<file path="src/rtl/sisc_pkg.sv">
// sisc_pkg: shared loader state encoding and instruction-memory geometry.
package sisc_pkg;
    localparam int IM_ADDR_W = 16;
    localparam int IM_DATA_W = 32;
    typedef enum logic [2:0] {
        S_CNT_HI,
        S_CNT_LO,
        S_DATA,
        S_CSUM,
        S_DONE,
        S_ERR
    } ld_state_e;
endpackage

</file>
<file path="src/rtl/im_loader_word_asm.sv">
// word_asm: big-endian 8->32 shift assembler; word_out is the completed word on the 4th byte.
module word_asm
    import sisc_pkg::*;
(
    input  logic                 clk,
    input  logic                 rst,
    input  logic                 byte_en,
    input  logic [7:0]           byte_in,
    output logic [IM_DATA_W-1:0] word_out,
    output logic                 word_last
);
    logic [23:0] sh_q, sh_d;
    logic [1:0]  idx_q, idx_d;

    always_comb begin
        sh_d      = byte_en ? {sh_q[15:0], byte_in} : sh_q;
        idx_d     = byte_en ? idx_q + 2'd1 : idx_q;
        word_out  = {sh_q, byte_in};
        word_last = byte_en && (idx_q == 2'd3);
    end

    always_ff @(posedge clk) begin
        if (rst) begin
            sh_q  <= '0;
            idx_q <= '0;
        end else begin
            sh_q  <= sh_d;
            idx_q <= idx_d;
        end
    end
endmodule

</file>
<file path="src/rtl/im_loader.sv">
// im_loader: framed byte-stream boot loader writing instruction memory and gating the core reset.
module im_loader
    import sisc_pkg::*;
#(
    parameter logic [IM_ADDR_W-1:0] BASE_ADDR = 16'h0000,
    parameter int unsigned          TIMEOUT   = 1024
) (
    input  logic                 clk,
    input  logic                 rst,
    input  logic                 in_valid,
    input  logic [7:0]           in_data,
    output logic                 in_ready,
    output logic                 im_we,
    output logic [IM_ADDR_W-1:0] im_waddr,
    output logic [IM_DATA_W-1:0] im_wdata,
    output logic                 cpu_rst_f,
    output logic                 done,
    output logic                 err
);
    ld_state_e            state_q, state_d;
    logic [15:0]          cnt_q, cnt_d;
    logic [IM_ADDR_W-1:0] addr_q, addr_d;
    logic                 we_q, we_d;
    logic [IM_DATA_W-1:0] wdata_q, wdata_d;
    logic [7:0]           x_q, x_d;
    logic [31:0]          idle_q, idle_d;
    logic                 xfer, running, byte_en, word_last;
    logic [IM_DATA_W-1:0] word;

    assign in_ready  = state_q inside {S_CNT_HI, S_CNT_LO, S_DATA, S_CSUM};
    assign running   = state_q inside {S_CNT_LO, S_DATA, S_CSUM};
    assign xfer      = in_valid && in_ready;
    assign byte_en   = xfer && (state_q == S_DATA);
    assign done      = state_q == S_DONE;
    assign err       = state_q == S_ERR;
    assign cpu_rst_f = done;
    assign im_we     = we_q;
    assign im_waddr  = addr_q;
    assign im_wdata  = wdata_q;

    word_asm u_asm (
        .clk      (clk),
        .rst      (rst),
        .byte_en  (byte_en),
        .byte_in  (in_data),
        .word_out (word),
        .word_last(word_last)
    );

    always_comb begin
        state_d = state_q;
        cnt_d   = cnt_q;
        we_d    = 1'b0;
        wdata_d = wdata_q;
        x_d     = xfer ? x_q ^ in_data : x_q;
        addr_d  = we_q ? addr_q + 16'd1 : addr_q;
        idle_d  = (xfer || !running) ? 32'd0 : idle_q + 32'd1;
        case (state_q)
            S_CNT_HI: if (xfer) begin
                cnt_d[15:8] = in_data;
                state_d     = S_CNT_LO;
            end
            S_CNT_LO: if (xfer) begin
                cnt_d[7:0] = in_data;
                state_d    = ({cnt_q[15:8], in_data} == 16'd0) ? S_CSUM : S_DATA;
            end
            S_DATA: if (word_last) begin
                we_d    = 1'b1;
                wdata_d = word;
                cnt_d   = cnt_q - 16'd1;
                state_d = (cnt_q == 16'd1) ? S_CSUM : S_DATA;
            end
            S_CSUM: if (xfer) state_d = (in_data == x_q) ? S_DONE : S_ERR;
            default: ;
        endcase
        // A stalled frame is abandoned even if a byte arrives on the expiry cycle.
        if (TIMEOUT != 0 && running && idle_q == TIMEOUT) state_d = S_ERR;
    end

    always_ff @(posedge clk) begin
        if (rst) begin
            state_q <= S_CNT_HI;
            cnt_q   <= '0;
            addr_q  <= BASE_ADDR;
            we_q    <= 1'b0;
            wdata_q <= '0;
            x_q     <= '0;
            idle_q  <= '0;
        end else begin
            state_q <= state_d;
            cnt_q   <= cnt_d;
            addr_q  <= addr_d;
            we_q    <= we_d;
            wdata_q <= wdata_d;
            x_q     <= x_d;
            idle_q  <= idle_d;
        end
    end
endmodule

</file>
<file path="config.mk">
export PLATFORM = sky130hd
export DESIGN_NAME = im_loader
export DESIGN_NICKNAME = d
export VERILOG_FILES = /design/src/rtl/sisc_pkg.sv /design/src/rtl/im_loader_word_asm.sv /design/src/rtl/im_loader.sv
export SDC_FILE = /design/constraint.sdc
export NUM_CORES = 1
export LEC_CHECK = 0
export BUFFER_PORTS_ARGS = -buffer_cell sky130_fd_sc_hd__buf_2
export CAP_MARGIN = 20
export CORE_ASPECT_RATIO = 1.25
export CORE_MARGIN = 2
export CORE_UTILIZATION = 53
export CTS_CLUSTER_SIZE = 12
export DETAILED_ROUTE_END_ITERATION = 8
export PLACE_DENSITY = 0.74
export SYNTH_ARGS = -nofsm -noshare
export SYNTH_HDL_FRONTEND = slang
export SYNTH_SLANG_ARGS = --single-unit
</file>
<file path="constraint.sdc">
create_clock -name clk -period 1.7 [get_ports clk]
set_input_delay 0.17 -clock clk [delete_from_list [all_inputs] [get_ports clk]]
set_output_delay 0.17 -clock clk [all_outputs]
set_load 0.03 [all_outputs]
</file>
# Yosys cells after proc, flatten, opt, wreduce, memory -nomap -nowiden
# Index checks and enable logic that the tools add are counted.
op_classes:
  muxes: 14
  eq_ne: 17
  add_sub_neg: 4
  reduce_logical: 21
  bitwise_logic: 2
op_table:
  columns: ["operator", "n"]
  rows:
  - ["32-bit by 1-bit adder with 32-bit output, second input constant", 1]
  - ["32-bit by 11-bit equality test with 1-bit output, second input constant", 1]
  - ["8-bit one-hot mux with 2 select lines", 2]
  - ["16-bit by 1-bit adder with 16-bit output, second input constant", 1]
  - ["16-bit by 1-bit equality test with 1-bit output, second input constant", 1]
  - ["16-bit logical NOT", 1]
  - ["16-bit two-way mux", 1]
  - ["16-bit by 1-bit subtractor with 16-bit output, second input constant", 1]
  - ["3-bit two-way mux", 5]
  - ["3-bit one-hot mux with 4 select lines", 1]
  - ["5-bit AND reduction", 2]
  - ["3-bit by 2-bit != test with 1-bit output, second input constant", 3]
  - ["8-bit equality test", 1]
  - ["8-bit two-way mux", 1]
  - ["8-bit XOR", 1]
  - ["3-bit by 2-bit equality test with 1-bit output, second input constant", 2]
  - ["3-bit equality test, second input constant", 2]
  - ["2-bit != test, second input constant", 3]
  - ["3-bit AND reduction", 2]
  - ["2-bit OR reduction", 3]
  - ["5-bit nonzero test", 1]
  - ["1-bit logical AND", 4]
  - ["1-bit two-way mux", 4]
  - ["2-bit nonzero test", 2]
  - ["12 further kinds", 12]
totals:
  in_bits: 11
  register_bits: 134
  wordCells: 69

# Longest topological paths before layout
# Gate-level depths: netlist of run 1.
depth:
  depth_word: 8
  depth_mapped: 7
  mapped_depth_nobuf: 7

# Cells and area by module
# Synthesis of run 1 repeated with hierarchy kept, for this count alone.
hier_totals:
  cells_unflattened: 693
  hier_area_um2: 5978.2
by_module_without_submodules:
  columns: ["mod", "n_inst", "cells_each", "area_each_um2", "seq_area_each_um2"]
  rows:
  - ["im_loader", 1, 599, 4954.8, 2162.1]
  - ["word_asm", 1, 94, 1023.5, 520.5]

# Least setup slack after synthesis of run 1
# No wires, ideal clock.
synth_path:
  path_type: "register to output"
  from: "reg state_q[2]"
  to: "out done"
  setup_slack_ps: -412
  t_arrival_ps: 1942
  path_stages_with_launch: 5
  path_cell_list: "dfxtp_1 > clkbuf_1 > inv_1 > nor3_1 > buf_4"
synth_via:
  elab_chain_len: 1
synth_lines:
  columns: ["item", "line_no", "rtl"]
  rows:
  - ["from (decl)", "im_loader.sv:20", "ld_state_e state_q, state_d;"]
  - ["from (signal assigned)", "im_loader.sv:90", "state_q <= state_d;"]
  - ["3-bit equality test", "im_loader.sv:34", "assign done = state_q == S_DONE;"]
  - ["to (decl)", "im_loader.sv:17", "output logic done,"]
# No other way between the ends.

# Final worst setup path of run 1
layout_path:
  from: "reg cnt_q[12]"
  to: "reg state_q[0]"
layout_via:
  elab_chain_len: 5
  word_cells_on_any_way: 8
layout_lines:
  columns: ["item", "line_no", "rtl"]
  rows:
  - ["from (decl)", "im_loader.sv:21", "logic [15:0] cnt_q, cnt_d;"]
  - ["from (signal assigned)", "im_loader.sv:91", "cnt_q <= cnt_d;"]
  - ["16-bit by 1-bit equality test with 1-bit output or 16-bit logical NOT (tied branches)", "im_loader.sv:71, im_loader.sv:65", null]
  - ["1-bit two-way mux, on equally long branches", "im_loader.sv:71, im_loader.sv:65", null]
  - ["3-bit two-way mux, on equally long branches", "im_loader.sv:67, im_loader.sv:63", null]
  - ["3-bit one-hot mux with 4 select lines (*)", "im_loader.sv:58", "case (state_q)"]
  - ["3-bit two-way mux (*)", "im_loader.sv:77", "if (TIMEOUT != 0 && running && idle_q == TIMEOUT) state_d = S_ERR;"]
# Mark *: on every way between the ends. The rest lies on a longest branch, timed or not. The select of a mux whose other input is x is not followed.
# A chain may end at the register's enable or synchronous reset.

==> results by group, run 1 <==
Logic synthesis
  • Yosys top cell by area: dfxtp_1
  • #FFs+latches synth: about 130
  • Synth Area per Inst: roughly 8 sq um
  • Ys async rst share: 0%
  • Ys flop type: dfxtp_1
  • Synth Area in Adders: approximately 1.3%
  • Synth Area in Simple Gates: between 20% and 30%
  • Synth Instances: approximately 740
  • Syn nets: ~750
  • Combinational family with the most area after synthesis: simple AND/OR/NAND/NOR gates
  • Most frequent cells after synthesis: nand2_1, dfxtp_1, nor2_1
  • Cell area after synthesis: about 0.0059 sq mm
  • Register area share after synthesis: between 40% and 50%
  • Mux cell area share after synthesis: less than 1%
  • Synth cell types: 52
  • Top post-synthesis cells by area: dfxtp_1, nand2_1, a21oi_1
  • EDFF count, synth: 0
  • Most frequent cell after synthesis: nand2_1
  • Post-synthesis compound-gate area fraction: between 10% and 20%
  • Xor/xnor share of the synthesized area: just under 9%
  • Ys Warns: 0
  • Yosys top cell area share: between 40% and 50%

Placement
  • Port bufs: 63
  • Detailed Place HPWL: between 9 and 10 mm
  • Placed cell areas: between 0.006 and 0.007 sq mm
  • Final Wtd Congestion: about 0.85

Power and ir drop
  • Clock share of power: approximately 47%
  • Logic gate share of total power: roughly a tenth
  • Peak supply drop: ~0.00066 V
  • Sw Share: 25.2%
  • Internal: 5780 uW
  • Sequential Power Share: between 40 and 50%
  • Leak: between 0.002 and 0.003 uW
  • PwrDens: between 1000 and 1500 mW/mm^2
  • Switch Pwr: about 1900 uW

Setup path
  • Reg-to-Reg Start: cnt_q[12]
  • CP Data Required Time: about 2000 ps
  • Critical Path AT: between 2000 and 2500 ps
  • CP max FO: 4
  • Worst r2r dst: state_q[0]
  • Crit path capture type: flop
  • Setup CP Type: reg -> reg
  • FF-to-FF path depth: 4
  • R2r setup slk: between 20 and 25 ps
  • CP Launch Type: flop

Cells and area
  • Area added between synthesis and finish: 26.6%
  • Register area: ~0.0027 sq mm
  • # fillers: about 890
  • Fin area: 0.00748 sq mm
  • Final nets: ~850
  • Final core occ: 68.1%
  • Share of layout cells above drive strength 1: between 20% and 30%
  • ANT cells: 0
  • Multi-input logic area: 0.00316 sq mm

Min path
  • Hold Path Class: in -> reg
  • WHS Path Cells: 3
  • HP Start: in_data[0]
  • Hold Path End: u_asm.sh_q[0]

Route
  • Met3 Wirelength: 676 microns
  • Metal2 WL: about 7.6 mm
  • Antenna-violating nets left: 0
  • Met1 WL: 5.76 mm
  • DRT Pass-1 Iters: 5
  • Vias per cell: 5.53
  • Total wire length: around 14 mm
  • Vias: 5399
  • Top layer reached by signal wires: met4
  • 1st-iter DRT viols: 257
  • WL/cell: between 10 and 15 microns
  • DRC violations left: 0

STA
  • Actual slew at the worst max-slew pin: 500 ps
  • Final setup fails: 0
  • Slew headroom: between 60% and 70%
  • Final slew viol count: 0
  • Tcrit/Tclk final: between 90% and 100%
  • Final hold slack: ~79 ps
  • Skew final: roughly 8 ps
  • Max Freq: 596 MHz
  • RSZ-0062 raised after global routing: yes
  • Min Clock Period, post-route: ~1700 ps
  • Final hold violation count: 0
  • Setup TNS: 0 ps

GRT
  • First-pass GRT wire length: between 20 and 25 mm
  • GRT Total Usage: between 20% and 30%
  • Antenna violations before repair: 0
  • Vias in the first global route: roughly 5200
  • Pin count of the biggest net entering global routing: 103
  • GRT overflow: 0

Floorplan
  • Die height: between 100 and 150 microns
  • I/O pin count: between 60 and 70
  • Row Count: 43
  • Core area: between 0.01 and 0.015 sq mm
  • Initial cell density of the core: between 50% and 60%
  • Overall die width: 98.4 microns
  • Die area: around 0.012 sq mm

Run status
  • Status: completed

Clocking
  • Num CTS Buffers: 17
  • Clk Latency, worst-skew pair: 420 ps
  • CTS H-tree depth: 4
  • Clk root buf: clkbuf_16
  • Clock slew at reported path FFs: roughly 60 ps
  • Hold buffers post-CTS: 0
  • CTS tree: done
  • Clock Sinks: about 130
  • CTS max path bufs: 2

Job
  • Number of max-cap violations: 0
[worst max-delay path by stage]
stage	from	slack (ps)	end	cells past startpoint
after global placement	u_asm.idx_q[0]	-70	cnt_q[15]	6
after CTS	u_asm.idx_q[0]	-40	cnt_q[15]	6
after floorplan	cnt_q[1]	8	cnt_q[12]	7
after global routing	idle_q[8]	-40	state_q[0]	6
final	cnt_q[12]	20	state_q[0]	4
after detailed placement	u_asm.idx_q[0]	-50	cnt_q[15]	6
[per-layer routing]
metal / vias up / track usage [%]
met5: - / 0
met4: 0 / 10.2
met3: 28 / 5.74
met2: 135 / 43.5
met1: 2553 / 27.3
li1: 2683 / -
[what timing repair did]
action / 4_1_cts / 5_1_grt
pin swaps: 2 / 9
gates resized for setup: 9 / 33
setup buffers: 0 / 3
setup endpoints to repair: 6 / 18
[power groups by stage]
stage	combinational [uW]	sequential (uW)	clock, uW
2_1_floorplan	474	3340	0
3_3_place_gp	719	3340	0
3_5_place_dp	736	3340	0
4_1_cts	752	3280	3690
5_1_grt	869	3290	3840
6_report	802	3280	3640
[critical path, stage by stage, from the launching register on]
cell	delay, ps
dfxtp_1	340
or3_1	360
or2_2	310
a2111o_1	410
a31oi_1	170
[area by class of cell]
class,instances,area share (%)
Multi-Input combinational cell,546,42.3
Sequential cell,134,36.0
Timing Repair Buffer,119,10.9
Clock buffer,19,5.92
Tap cell,135,2.26
Clock inverter,13,1.97
Inverter,11,0.552
[metrics by stage]
step                      total power [uW]  std cells  setup slack (ps)
after global placement                4060        941             -73.5
after global routing                  8000        977             -43.1
final                                 7720        977              21.3
after floorplan                       3810        736              8.05
after CTS                             7720        974             -36.1
after detailed placement              4080        942             -53.3
[sequential cells by signal, summed over array words and instances (netlist names)]
name,flops
u_asm.sh_q,24
idle_q,32
im_waddr,16
im_wdata,32
im_we,1
cnt_q,16
u_asm.idx_q,2
x_q,8
state_q,3
[cells in the final DEF (no fill, tap or decap), types with 6 or more instances in the layout]
cell         n
a21oi_1     74
a31oi_1      9
and3_1       7
buf_2       59
buf_4       51
clkbuf_16   17
dfxtp_1    128
inv_1       10
nand2_1    157
nand3_1     20
nand4_1     13
nor2_1      82
nor3_1      11
nor4_1      11
nor4_2       9
o21ai_0     15
or3_1        6
xnor2_1     33
xor2_1      26
[logic make-up (layout without fill, tap and decap cells)]
family	after synthesis	after routing
compound gates	121	121
xor+xnor	59	59
buf+inv	56	162
flops	134	134
simple gates	359	359
fa+ha+maj	6	6
mux	1	1
(Power assumes the default switching activity.)
==> run 2: changes to the inputs <==
Settings changed: PLACE_DENSITY 0.74 to 0.76.
==> run 2 against run 1 <==
Effect of this change:
- wire length increased by 3.0%
- fmax down 0.85%
- design area increased by 1.2%
- flip-flop and latch count stayed put
- power up 0.38%
- clock power about the same
- hold slack got worse by 0.96 ps
- critical path depth is 3 higher
- largest cell class unchanged
- sequential share of layout area shrank 0.42 points
- critical endpoint is now cnt_q[12]
- utilization rose by 0.84 points
==> results by group, run 2 (synthesis gave the netlist of run 1 again) <==
Run status
  • Status: completed

STA
  • Setup TNS: 0 ps
  • RSZ-0062 raised after global routing: yes
  • Slew headroom: between 70 and 80%
  • Final hold slack: roughly 78 ps
  • Max Freq: 591 MHz
  • Final slew viol count: 0
  • Tcrit/Tclk final: 99.6%
  • Actual slew at the worst max-slew pin: about 450 ps
  • Final hold violation count: 0
  • Min Clock Period, post-route: between 1500 and 2000 ps
  • Final setup fails: 0
  • Skew final: 10.3 ps
  • Minimum setup slack in the final design: slightly below 7 ps

Clocking
  • Clk Latency, worst-skew pair: about 420 ps
  • CTS tree: done
  • Num CTS Buffers: 17
  • CTS H-tree depth: 4
  • Clk root buf: clkbuf_16
  • CTS max path bufs: 2
  • Clock slew at reported path FFs: around 60 ps
  • Clock Sinks: between 100 and 150

Setup path
  • Critical path cell sequence: inv_2 -> ha_4 -> nor4b_4 -> and2_4 -> nand3_2 -> or4_4 -> a31oi_1
  • Critical Path AT: 2040 ps
  • CP peak stage delay: roughly 440 ps
  • CP Data Required Time: 2040 ps
  • Crit path capture type: flop
  • Critical path buffers and inverters: 1
  • CP Launch Type: flop
  • Slowest-stage cell, CP: or4_4
  • Family with the most delay on the worst path: simple AND/OR/NAND/NOR gates
  • Setup CP Type: reg -> reg
  • CP max FO: 4

GRT
  • Vias in the first global route: about 5100
  • GRT overflow: 0
  • Antenna violations before repair: 0
  • Pin count of the biggest net entering global routing: between 40 and 50
  • First-pass GRT wire length: approximately 23 mm
  • GRT Total Usage: 23.9%

Placement
  • Port bufs: 63
  • Final Wtd Congestion: ~0.90
  • Dpl ws: -38.4 ps
  • Detailed Place HPWL: a little under 10 mm

Route
  • DRC violations left: 0
  • Vias per cell: about 5.6
  • Antenna-violating nets left: 0
  • DRT Pass-1 Iters: 5
  • Vias: approximately 5500
  • Total wire length: 14.9 mm
  • WL/cell: 15.1 microns
  • 1st-iter DRT viols: around 350

Floorplan
  • Die area: 0.0120 sq mm
  • Row Count: 43
  • Initial cell density of the core: 53.8%
  • Die height: 122 microns
  • Core area: between 0.01 and 0.015 sq mm
  • I/O pin count: 64
  • Overall die width: between 90 and 100 microns

Cells and area
  • # fillers: 847
  • Most frequent cells in the layout: nand2_1, dfxtp_1, nor2_1
  • Commonest non-fill, non-tap cell in the layout: nand2_1
  • ANT cells: 0
  • Final core occ: 69.0%
  • Final nets: 852
  • Area added between synthesis and finish: 28.2%
  • Share of layout cells above drive strength 1: between 20% and 30%

Power and ir drop
  • PwrDens: around 1000 mW/mm^2
  • Peak supply drop: 0.000655 V
  • Leak: 0.00284 uW
  • Total power: 7750 uW

Job
  • Number of max-cap violations: 0

Min path
  • Hold Path Class: in -> reg
## run 2: area by class of cell
class                   instances  area (sq um)  area share [%]
repair buffers                125           878            11.6
clock inverters                14           165            2.18
well taps                     135           169            2.23
clock buffers                  18           429            5.67
inverters                      11          41.3           0.546
multi-input cells             546          3190            42.2
flip-flops and latches        134          2690            35.6
## run 2: final timing paths
| kind | startpoint | endpoint | slack, ps | cells after the start |
|---|---|---|---|---|
| setup reg to reg | cnt_q[1] | cnt_q[12] | 7 | 7 |
| hold / removal | in_data[1] | u_asm.sh_q[1] | 80 | 3 |
| hold reg to reg | im_wdata[19] | im_wdata[19] | 450 | 2 |
| setup / recovery | cnt_q[1] | cnt_q[12] | 7 | 7 |
## run 2: stage by stage
stage	cell area, sq um	std cells
floorplan	5940	736
global placement	6670	941
detailed placement	6670	941
CTS	7300	974
global route	7570	983
finish	7570	983
## run 2: layer usage
layer / routed length, microns / part of all wire, % / global-route usage (%)
met5: 0 / 0 / 0
met4: 425 / 2.9 / 12.2
met3: 732 / 4.9 / 4.42
met2: 8090 / 54 / 43.2
met1: 5610 / 38 / 26.8
## run 2: where the power goes
part           switching [uW]  total (uW)  internal [uW]
logic                     460         814            354
clock network            1450        3660           2200
registers                73.0        3280           3210
## run 2: what timing repair did
| item | CTS | global route |
|---|---|---|
| hold buffers | 0 | 0 |
| endpoints found under the hold margin | 0 | 0 |
| pin swaps | 2 | 10 |
| buffers inserted | 1 | 6 |
| cloned | 0 | 3 |
| endpoints found under the setup margin | 10 | 72 |
| gates resized for setup | 9 | 41 |
## run 2: worst reg2reg max path: cells and delay by family, from the launching register on
kind / cells / cell delay [ps]
AOI/OAI and AO/OA: 1 / 130
adders and majority gates: 1 / 140
buffers and inverters: 1 / 80
DFF: 1 / 330
and+or+nand+nor: 4 / 940
